`config.mk`:
```
export PLATFORM = sky130hd
export DESIGN_NAME = led_scan_decoder
export DESIGN_NICKNAME = d
export VERILOG_FILES = /design/src/rtl/led_scan_decoder.sv
export SDC_FILE = /design/constraint.sdc
export NUM_CORES = 1
export LEC_CHECK = 0
export BUFFER_PORTS_ARGS = -buffer_cell sky130_fd_sc_hd__buf_2
export CAP_MARGIN = 20
export CORE_AREA = 3 3 88 90
export DETAILED_ROUTE_END_ITERATION = 6
export DIE_AREA = 0 0 91 93
export PLACE_DENSITY = 0.73
export RECOVER_POWER = 25
export SYNTH_ARGS = -nofsm -noshare
export SYNTH_HDL_FRONTEND = slang
export SYNTH_SLANG_ARGS = --single-unit
```
`constraint.sdc`:
```
create_clock -name clk -period 3.04 [get_ports clk]
set_input_delay 0.456 -clock clk [delete_from_list [all_inputs] [get_ports clk]]
set_output_delay 0.456 -clock clk [all_outputs]
set_load 0.01 [all_outputs]
```
`src/rtl/led_scan_decoder.sv`:
```
// ---------------------------------------------------------------------------
// led_scan_decoder
//
// Purpose:
//   Loop-back checker for a multiplexed, common-anode, active-low 7-segment
//   display bus. It watches the segment byte and the one-hot active-low digit
//   select, waits for each pattern to be held steadily, turns the glyph back
//   into a hex nibble and assembles one nibble per digit into a word. When
//   every digit has been seen the word is published on value_out. Glyphs
//   that are not legal hex characters raise pattern_err and discard the
//   partially assembled frame.
//
// Parameters:
//   DIGITS         number of multiplexed digits (1..8)
//   STABLE_CYCLES  identical consecutive samples needed to accept (2..255)
//
// Ports:
//   clk          system clock, rising edge
//   rst          asynchronous active-high reset
//   seg_in       segment bus, active low; [6:0] = segments g..a, [7] = dp
//   com_in       digit select, active low one-hot; bit 0 = least significant
//   value_out    last complete word, digit i in [4i+3:4i]
//   value_valid  one-cycle pulse when value_out is reloaded
//   pattern_err  one-cycle pulse when an accepted glyph is not legal hex
// ---------------------------------------------------------------------------
module led_scan_decoder #(
    parameter int DIGITS        = 4,
    parameter int STABLE_CYCLES = 8
) (
    input  logic                  clk,
    input  logic                  rst,
    input  logic [7:0]            seg_in,
    input  logic [DIGITS-1:0]     com_in,
    output logic [4*DIGITS-1:0]   value_out,
    output logic                  value_valid,
    output logic                  pattern_err
);

    localparam int IDX_W = (DIGITS > 1) ? $clog2(DIGITS) : 1;

    // The accept fires on the edge where the counter steps onto
    // STABLE_CYCLES-1, so the comparison is made against the value one below.
    localparam logic [7:0] ACCEPT_COUNT = 8'(STABLE_CYCLES - 2);
    localparam logic [7:0] SAT_COUNT    = 8'(STABLE_CYCLES);

    typedef enum logic [1:0] {
        IDLE     = 2'd0,
        ASSEMBLE = 2'd1,
        COMPLETE = 2'd2
    } stateT;

    // Synchronizer stages and the previous-sample register.
    logic [7:0]          r_segSync1;
    logic [7:0]          r_segSync2;
    logic [DIGITS-1:0]   r_comSync1;
    logic [DIGITS-1:0]   r_comSync2;
    logic [7:0]          r_segPrev;
    logic [DIGITS-1:0]   r_comPrev;
    logic [7:0]          r_stableCount;

    // Frame assembly state.
    logic [4*DIGITS-1:0] r_shadow;
    logic [DIGITS-1:0]   r_seen;
    stateT               r_state;

    logic                w_sameSample;
    logic                w_accept;
    logic [3:0]          w_zeroCount;
    logic [IDX_W-1:0]    w_digitIdx;
    logic                w_oneDigit;
    logic [4:0]          w_decoded;
    logic                w_glyphValid;
    logic [3:0]          w_nibble;
    logic [DIGITS-1:0]   w_digitMask;
    logic [DIGITS-1:0]   w_seenNext;
    logic                w_frameDone;
    logic [4*DIGITS-1:0] w_shadowMerged;

    // Inverse of the hex-to-segment encoder. Returns {legal, nibble}; any
    // pattern not in the table comes back with the legal bit clear.
    function automatic logic [4:0] decodeGlyph(input logic [6:0] glyph);
        logic [4:0] result;
        case (glyph)
            7'h40:   result = {1'b1, 4'h0};
            7'h79:   result = {1'b1, 4'h1};
            7'h24:   result = {1'b1, 4'h2};
            7'h30:   result = {1'b1, 4'h3};
            7'h19:   result = {1'b1, 4'h4};
            7'h12:   result = {1'b1, 4'h5};
            7'h02:   result = {1'b1, 4'h6};
            7'h78:   result = {1'b1, 4'h7};
            7'h00:   result = {1'b1, 4'h8};
            7'h10:   result = {1'b1, 4'h9};
            7'h08:   result = {1'b1, 4'hA};
            7'h03:   result = {1'b1, 4'hB};
            7'h46:   result = {1'b1, 4'hC};
            7'h21:   result = {1'b1, 4'hD};
            7'h06:   result = {1'b1, 4'hE};
            7'h0E:   result = {1'b1, 4'hF};
            default: result = 5'b0_0000;
        endcase
        return result;
    endfunction

    // Capture path: two synchronizer flops per input, then a copy of the
    // synchronized sample so consecutive samples can be compared. The
    // counter measures how long the current sample has been held and
    // saturates so that a long hold yields a single accept.
    always_ff @(posedge clk or posedge rst) begin
        if (rst) begin
            r_segSync1    <= '1;
            r_segSync2    <= '1;
            r_comSync1    <= '1;
            r_comSync2    <= '1;
            r_segPrev     <= '1;
            r_comPrev     <= '1;
            r_stableCount <= '0;
        end else begin
            r_segSync1 <= seg_in;
            r_segSync2 <= r_segSync1;
            r_comSync1 <= com_in;
            r_comSync2 <= r_comSync1;
            r_segPrev  <= r_segSync2;
            r_comPrev  <= r_comSync2;
            if (!w_sameSample) begin
                r_stableCount <= '0;
            end else if (r_stableCount < SAT_COUNT) begin
                r_stableCount <= r_stableCount + 8'd1;
            end
        end
    end

    assign w_sameSample = (r_segSync2 == r_segPrev) && (r_comSync2 == r_comPrev);
    assign w_accept     = w_sameSample && (r_stableCount == ACCEPT_COUNT);

    // Count the low select bits and remember which one is low; only a
    // single low bit names a digit, blanking and overlaps are ignored.
    always_comb begin
        w_zeroCount = '0;
        w_digitIdx  = '0;
        for (int i = 0; i < DIGITS; i++) begin
            if (!r_comSync2[i]) begin
                w_zeroCount = w_zeroCount + 4'd1;
                w_digitIdx  = IDX_W'(i);
            end
        end
    end

    assign w_oneDigit   = (w_zeroCount == 4'd1);
    assign w_decoded    = decodeGlyph(r_segSync2[6:0]);
    assign w_glyphValid = w_decoded[4];
    assign w_nibble     = w_decoded[3:0];
    assign w_digitMask  = DIGITS'(1) << w_digitIdx;
    assign w_seenNext   = r_seen | w_digitMask;
    assign w_frameDone  = (w_seenNext == '1);

    // Shadow word with the freshly decoded nibble already in place, so a
    // completing digit is published in the same edge it is written.
    always_comb begin
        w_shadowMerged = r_shadow;
        w_shadowMerged[{w_digitIdx, 2'b00} +: 4] = w_nibble;
    end

    // Frame FSM. IDLE and ASSEMBLE track whether any digit is pending;
    // COMPLETE lasts one cycle and coincides with the value_valid pulse.
    // A legal glyph updates the shadow and seen mask, and the digit that
    // fills the mask publishes the word. An illegal glyph drops the frame.
    always_ff @(posedge clk or posedge rst) begin
        if (rst) begin
            r_state     <= IDLE;
            r_seen      <= '0;
            r_shadow    <= '0;
            value_out   <= '0;
            value_valid <= 1'b0;
            pattern_err <= 1'b0;
        end else begin
            value_valid <= 1'b0;
            pattern_err <= 1'b0;

            case (r_state)
                IDLE:     r_state <= IDLE;
                ASSEMBLE: r_state <= ASSEMBLE;
                COMPLETE: r_state <= IDLE;
                default:  r_state <= IDLE;
            endcase

            if (w_accept && w_oneDigit) begin
                if (w_glyphValid) begin
                    r_shadow <= w_shadowMerged;
                    if (w_frameDone) begin
                        value_out   <= w_shadowMerged;
                        value_valid <= 1'b1;
                        r_seen      <= '0;
                        r_state     <= COMPLETE;
                    end else begin
                        r_seen  <= w_seenNext;
                        r_state <= ASSEMBLE;
                    end
                end else begin
                    pattern_err <= 1'b1;
                    r_seen      <= '0;
                    r_state     <= IDLE;
                end
            end
        end
    end

endmodule

```
==> Word level (Yosys, flattened, before mapping) <==
Cells that the tools add are included.
{ "word_totals": {"register_bits": 82, "latchBits": 0, "ramBits": 0, "romBits": 0, "inputBits": 14, "output_inout_bits": 18, "elab_cells": 67, "mem_count": 0} }
{ "classes": {"addsub": 5, "multipliers": 0, "div": 0, "order_cmp": 1, "n_eq_ne": 21, "shifts": 3, "n_mux": 18, "bitwise": 1, "reduce_logical": 6} }
{ "op_table": {"columns": ["cell", "n"], "rows": [
  ["5-bit case mux with 16 select lines", 1],
  ["7-bit equality test, second input constant", 4],
  ["7-bit by 5-bit equality test with 1-bit output, second input constant", 3],
  ["7-bit by 6-bit equality test with 1-bit output, second input constant", 3],
  ["4-bit 2-to-1 mux", 5],
  ["16-bit bitwise mux", 1],
  ["8-bit 2-to-1 mux", 2],
  ["4-bit by 6-bit variable shift with 16-bit output, first input constant", 1],
  ["4-bit by 6-bit indexed part select with 16-bit output", 1],
  ["7-bit by 2-bit equality test with 1-bit output, second input constant", 2],
  ["7-bit by 4-bit equality test with 1-bit output, second input constant", 2],
  ["4-bit by 1-bit adder with 4-bit output, second input constant", 3],
  ["8-bit by 1-bit adder with 8-bit output, second input constant", 1],
  ["8-bit by 3-bit equality test with 1-bit output, second input constant", 1],
  ["8-bit equality test", 1],
  ["8-bit by 4-bit less-than comparator with 1-bit output, second input constant", 1],
  ["7-bit by 3-bit equality test with 1-bit output, second input constant", 1],
  ["7-bit zero test", 1],
  ["1-bit 2-to-1 mux", 7],
  ["4-bit negation with 6-bit output", 1],
  ["4-bit by 1-bit equality test with 1-bit output, second input constant", 1],
  ["4-bit equality test", 1],
  ["4-bit equality test, second input constant", 1],
  ["2-bit 2-to-1 mux", 2],
  ["other kinds (6)", 8]
]} }

==> Longest topological paths before layout <==
{ "logic_depth": {"word_depth": 10, "ltp_mapped": 12, "mapped_depth_nobuf": 10} }

==> Worst setup path before layout <==
No wires, ideal clock.
{ "synth_timing": {"path_type": "reg2reg", "from": "reg r_comSync2[1]", "to": "reg value_out[10]", "setup_ns": 0.125, "t_arrival_ns": 2.967, "t_required_ns": 2.915, "slack_ns": -0.052, "path_stages_with_launch": 12, "n_path_buf": 2, "synth_period_minus_slack_ns": 3.092, "cell_sequence": "dfstp_2 inv_1 ha_1 xnor2_1 ha_1 nor3_1 a21oi_1 or4_1 clkbuf_2 nor3_4 buf_12 mux2_4"} }
{ "synth_via": {"elab_chain_cells": 8, "elab_cells_between_ends": 21, "classes_between": "3 x add/sub; 3 x eq/ne; 3 x shift; 7 x mux; 1 x bitwise; 4 x reduce/logical"} }
{ "synth_rtl": {"columns": ["element", "line", "rtl"], "rows": [
  ["start: declaration", "56", "logic [DIGITS-1:0] r_comSync2;"],
  ["start signal: assignment", "122", "r_comSync2 <= r_comSync1;"],
  ["4-bit 2-to-1 mux", "142", "if (!r_comSync2[i]) begin"],
  ["4-bit by 1-bit adder with 4-bit output", "143", "w_zeroCount = w_zeroCount + 4'd1;"],
  ["4-bit 2-to-1 mux", "142", null],
  ["4-bit by 1-bit adder with 4-bit output", "143", null],
  ["4-bit 2-to-1 mux", "142", null],
  ["4-bit by 1-bit equality test with 1-bit output", "149", "assign w_oneDigit = (w_zeroCount == 4'd1);"],
  ["1-bit logical AND", "187", "if (w_accept && w_oneDigit) begin"],
  ["3-bit AND reduction (no line)", null, null],
  ["end signal: assignment", "191", "value_out <= w_shadowMerged;"],
  ["end: declaration", "34", "output logic [4*DIGITS-1:0] value_out,"]
]} }
Several ways; a longest one is shown, not always the timed one.
A chain may end at the register's enable or synchronous reset.

==> Worst setup path after layout <==
{ "layout_timing": {"from": "reg r_comSync2[0]", "to": "reg r_shadow[11]"} }
{ "layout_via": {"elab_chain_cells": 10, "elab_cells_between_ends": 13, "classes_between": "3 x add/sub; 2 x eq/ne; 4 x mux; 4 x reduce/logical"} }
{ "layout_rtl": {"columns": ["element", "line", "rtl"], "rows": [
  ["1-bit 2-to-1 mux", "142", null],
  ["4-bit by 1-bit adder with 4-bit output", "143", null],
  ["4-bit 2-to-1 mux", "142", null],
  ["4-bit by 1-bit adder with 4-bit output", "143", null],
  ["4-bit 2-to-1 mux", "142", null],
  ["4-bit by 1-bit adder with 4-bit output", "143", null],
  ["4-bit 2-to-1 mux", "142", null],
  ["4-bit by 1-bit equality test with 1-bit output", "149", null],
  ["1-bit logical AND (*)", "187", null],
  ["2-bit AND reduction (no line) (*)", null, null],
  ["end signal: assignment", "189", "r_shadow <= w_shadowMerged;"],
  ["end: declaration", "62", "logic [4*DIGITS-1:0] r_shadow;"]
]} }
Every way passes the cells marked *; elsewhere a longest branch is shown, timed or not.

==> metrics.md <==
| Metric | Value |
|---|---|
| Outcome | `finished, violations left` |
| Failing checks | `capacitance limit, slew limit` |
| First-pass GRT wire length | `10950 um` |
| ANT nets after route | `0` |
| ANT cells | `0` |
| Mux share of post-synthesis cell area | `0.1357` |
| EDFF count, synth | `0` |
| First-pass DRT Iterations | `4` |
| Largest family of logic cells by synthesized area | `simple AND/OR/NAND/NOR gates` |
| Type of the worst min-delay path | `in2reg` |
| Syn nets | `306` |
| Post-route minimum period | `2.892 ns` |
| Highest metal used | `met4` |
| Max Root-Sink Buffers | `2` |
| Critical setup path kind | `reg2reg` |
| Via count | `2232` |
| LEAKAGE | `1.952 nW` |
| Slowest stage cell, crit path | `dfstp_2` |
| Post-synth top area cell | `dfrtp_1` |
| # setup viols final | `0` |
| Top Family by Delay on Critical Path | `simple AND/OR/NAND/NOR gates` |
| Arr. time, crit path | `3.13 ns` |
| Clk_skew | `0.009731 ns` |
| Unique masters post-synth | `52` |
| Routed WL per cell | `14.84 um` |
| Peak VDD IR | `0.2906 mV` |
| Vias in the first global route | `2284` |
| Yosys top cell area share | `0.3136` |
| RSZ-0062 raised after global routing | `false` |
| Mapped Cells | `287` |
| Finished Core Util | `0.5835` |
| Syn avg cell area | `12.79 um^2` |
| Core area | `7137 um^2` |
| Post-synthesis register bit count | `82` |
| Nature of the critical path startpoint | `flop` |
| Asr flop ratio synth | `1.000` |
| Iter 0 DRT Violations | `138` |
| Worst Reg-to-Reg Cells | `10` |
| Slowest cell delay on critical path | `0.58 ns` |
| Hold path cells | `1` |
| Worst R2R Start | `r_comSync2[0]` |
| Share of post-route cells with drive strength above 1 | `0.4498` |
| Detailed route wirelength on metal2 | `3053 um` |
| # DRC | `0` |
| Seq/Total Area, Yosys | `0.5712` |
| DP HPWL | `4394 um` |
| Adder-Cell Fraction of Synth Area | `0.01704` |
| Post-Synth Simple-Gate Area | `0.1418` |
| RePlAce Congestion | `0.8156` |
| Number of placed I/O pins | `32` |
| Hold Crit Start | `seg_in[3]` |
| Die Ht | `93 um` |
| CTS Sinks | `82` |
| Final Max Tran Viols | `50` |
| Tcrit/Tclk final | `0.9515` |
| Total CTS buffers | `9` |
| Root Driver | `clkbuf_8` |
| Main synth FF type | `dfrtp_1` |
| YS warnings | `0` |
| Post-Synth XOR/XNOR Area | `0.03817` |
| Post-DR vias/cell | `5.215` |
| Std cell rows | `31` |
| Detailed Route WL | `6353 um` |
| Antenna violations before repair | `0` |
| Die W | `91 um` |
| I/O Buffers | `31` |
| Cell Chain, Critical Path | `inv_2 > ha_4 > xnor2_2 > ha_1 > nor3_1 > a21oi_1 > or4_4 > buf_6 > nor3_2 > mux2_2` |
| Synth Area in Compound Gates | `0.05760` |
| Area growth from synthesis to layout | `13.43%` |
| Top cells by area, synth | `dfrtp_1 (31%), dfstp_2 (26%), mux2_2 (9.2%)` |
| Die area | `8463 um^2` |
| Crit end category | `flop` |
| Clk pin slew, worst setup/hold paths | `0.09 ns` |
| Final Power | `1.966 mW` |
| Routed met3 length | `241 um` |
| Synth Cell Area | `3671 um^2` |
| # Max-Cap Violations | `1` |
| Post-layout nets | `343` |
| Largest net degree at the start of global routing | `51` |
| Clock Latency Late Sink | `0.35 ns` |
| Worst Path Buf+Inv | `2` |
| Slew HR | `-0.4807` |
| WL met1 | `2903 um` |
| Starting Density | `0.5144` |
| Hold Violations, Final | `0` |
| Crit path depth | `10` |
| TritonCTS clock tree | `yes` |
| GRT Total Usage | `0.1628` |
| Top cells by count, synth | `dfrtp_1 (46), dfstp_2 (36), mux2_2 (30), nor2_1 (28)` |
| Top-count cell post-synth | `dfrtp_1` |
| Power per cell area | `472.2 nW/um^2` |
| Crit. Startpoint | `r_comSync2[0]` |
| Setup_tns | `0 ns` |
| H-tree Lvls | `3` |
| GRT overflow | `0` |
| Post-CTS Setup Inserts | `0` |
| Slew @ Worst Pin | `2.209 ns` |
| Fmax | `345.7 MHz` |
| WP data required | `3.28 ns` |
| CP Max Fanout | `13` |
==> cell type report <==
type	instances	area, um^2
Clock buffer	10	127.6
Clock inverter	6	42.54
Fill cell	605	2973
Inverter	12	46.29
Multi-Input combinational cell	180	1483
Sequential cell	82	2097
Tap cell	99	123.9
Timing Repair Buffer	39	244.0
==> registers in the layout (all words and copies together) (netlist names), 4 cells and up <==
signal,flops
r_comPrev,4
r_comSync1,4
r_segSync2,8
r_stableCount,8
r_segSync1,8
r_segPrev,8
r_seen,4
r_comSync2,4
value_out,16
r_shadow,16
==> cells in the final DEF (no fill, tap or decap), types with 6 or more instances in the layout <==
master,instances
xor2_1,13
dfrtp_1,46
inv_1,9
o21ai_0,7
clkbuf_8,9
dfstp_2,32
mux2_2,30
buf_2,31
and3_1,6
mux2_4,10
nor2_1,28
nand2_1,13
==> metrics by stage <==
step	area, um^2	worst slack, ns	hold WS (ns)	instances
2_1_floorplan	3700	0.07811	0.3452	287
3_3_place_gp	3960	0.03282	0.3452	412
3_5_place_dp	3960	-0.06210	0.3469	412
4_1_cts	4145	0.04954	0.1859	428
5_1_grt	4164	0.007695	0.1769	428
6_report	4164	0.1475	0.2040	428
==> kinds of logic (layout without fill, tap and decap cells) <==
family                     after synthesis  count (layout)
DFF                                     82              82
adders and majority gates                5               5
and+or+nand+nor                         89              89
buffers and inverters                   25              67
muxes                                   41              41
xor gates and xnor gates                16              16
AOI/OAI and AO/OA                       29              29
==> repair_timing <==
| action | CTS | global route |
|---|---|---|
| resized for setup | 3 | 4 |
| pin swaps | 0 | 0 |
| gates cloned | 0 | 0 |
| setup endpoints to repair | 9 | 20 |
| hold buffers | 0 | 0 |
==> metal layers <==
layer	up-vias	global-route usage
met4	0	0.06533
met3	14	0.03942
met5	-	0
met1	1109	0.2146
met2	46	0.2606
li1	1063	-
==> power by group <==
group	switching, mW	total, mW	leakage [nW]	internal (mW)
clock network	0.385	0.683	0.0905	0.299
registers	0.0286	1.16	1.02	1.13
logic	0.0736	0.120	0.842	0.0469
total	0.487	1.97	1.95	1.48
==> worst paths after layout <==
check / to / slack (ns)
max: r_shadow[11] / 0.15
min: r_segSync1[3] / 0.20
max reg2reg: r_shadow[11] / 0.15
min reg2reg: r_segSync2[4] / 0.36
max in group asynchronous: value_valid / 1.34
min in group asynchronous: value_out[3] / 0.69
==> worst register-to-register path: stages (launching register included) <==
cell     delay, ns
dfstp_2       0.58
inv_2         0.05
ha_4          0.26
xnor2_2       0.14
ha_1          0.29
nor3_1        0.19
a21oi_1       0.06
or4_4         0.46
buf_6         0.19
nor3_2        0.22
mux2_2        0.37
Note: power is estimated with default switching activity, not from simulation.
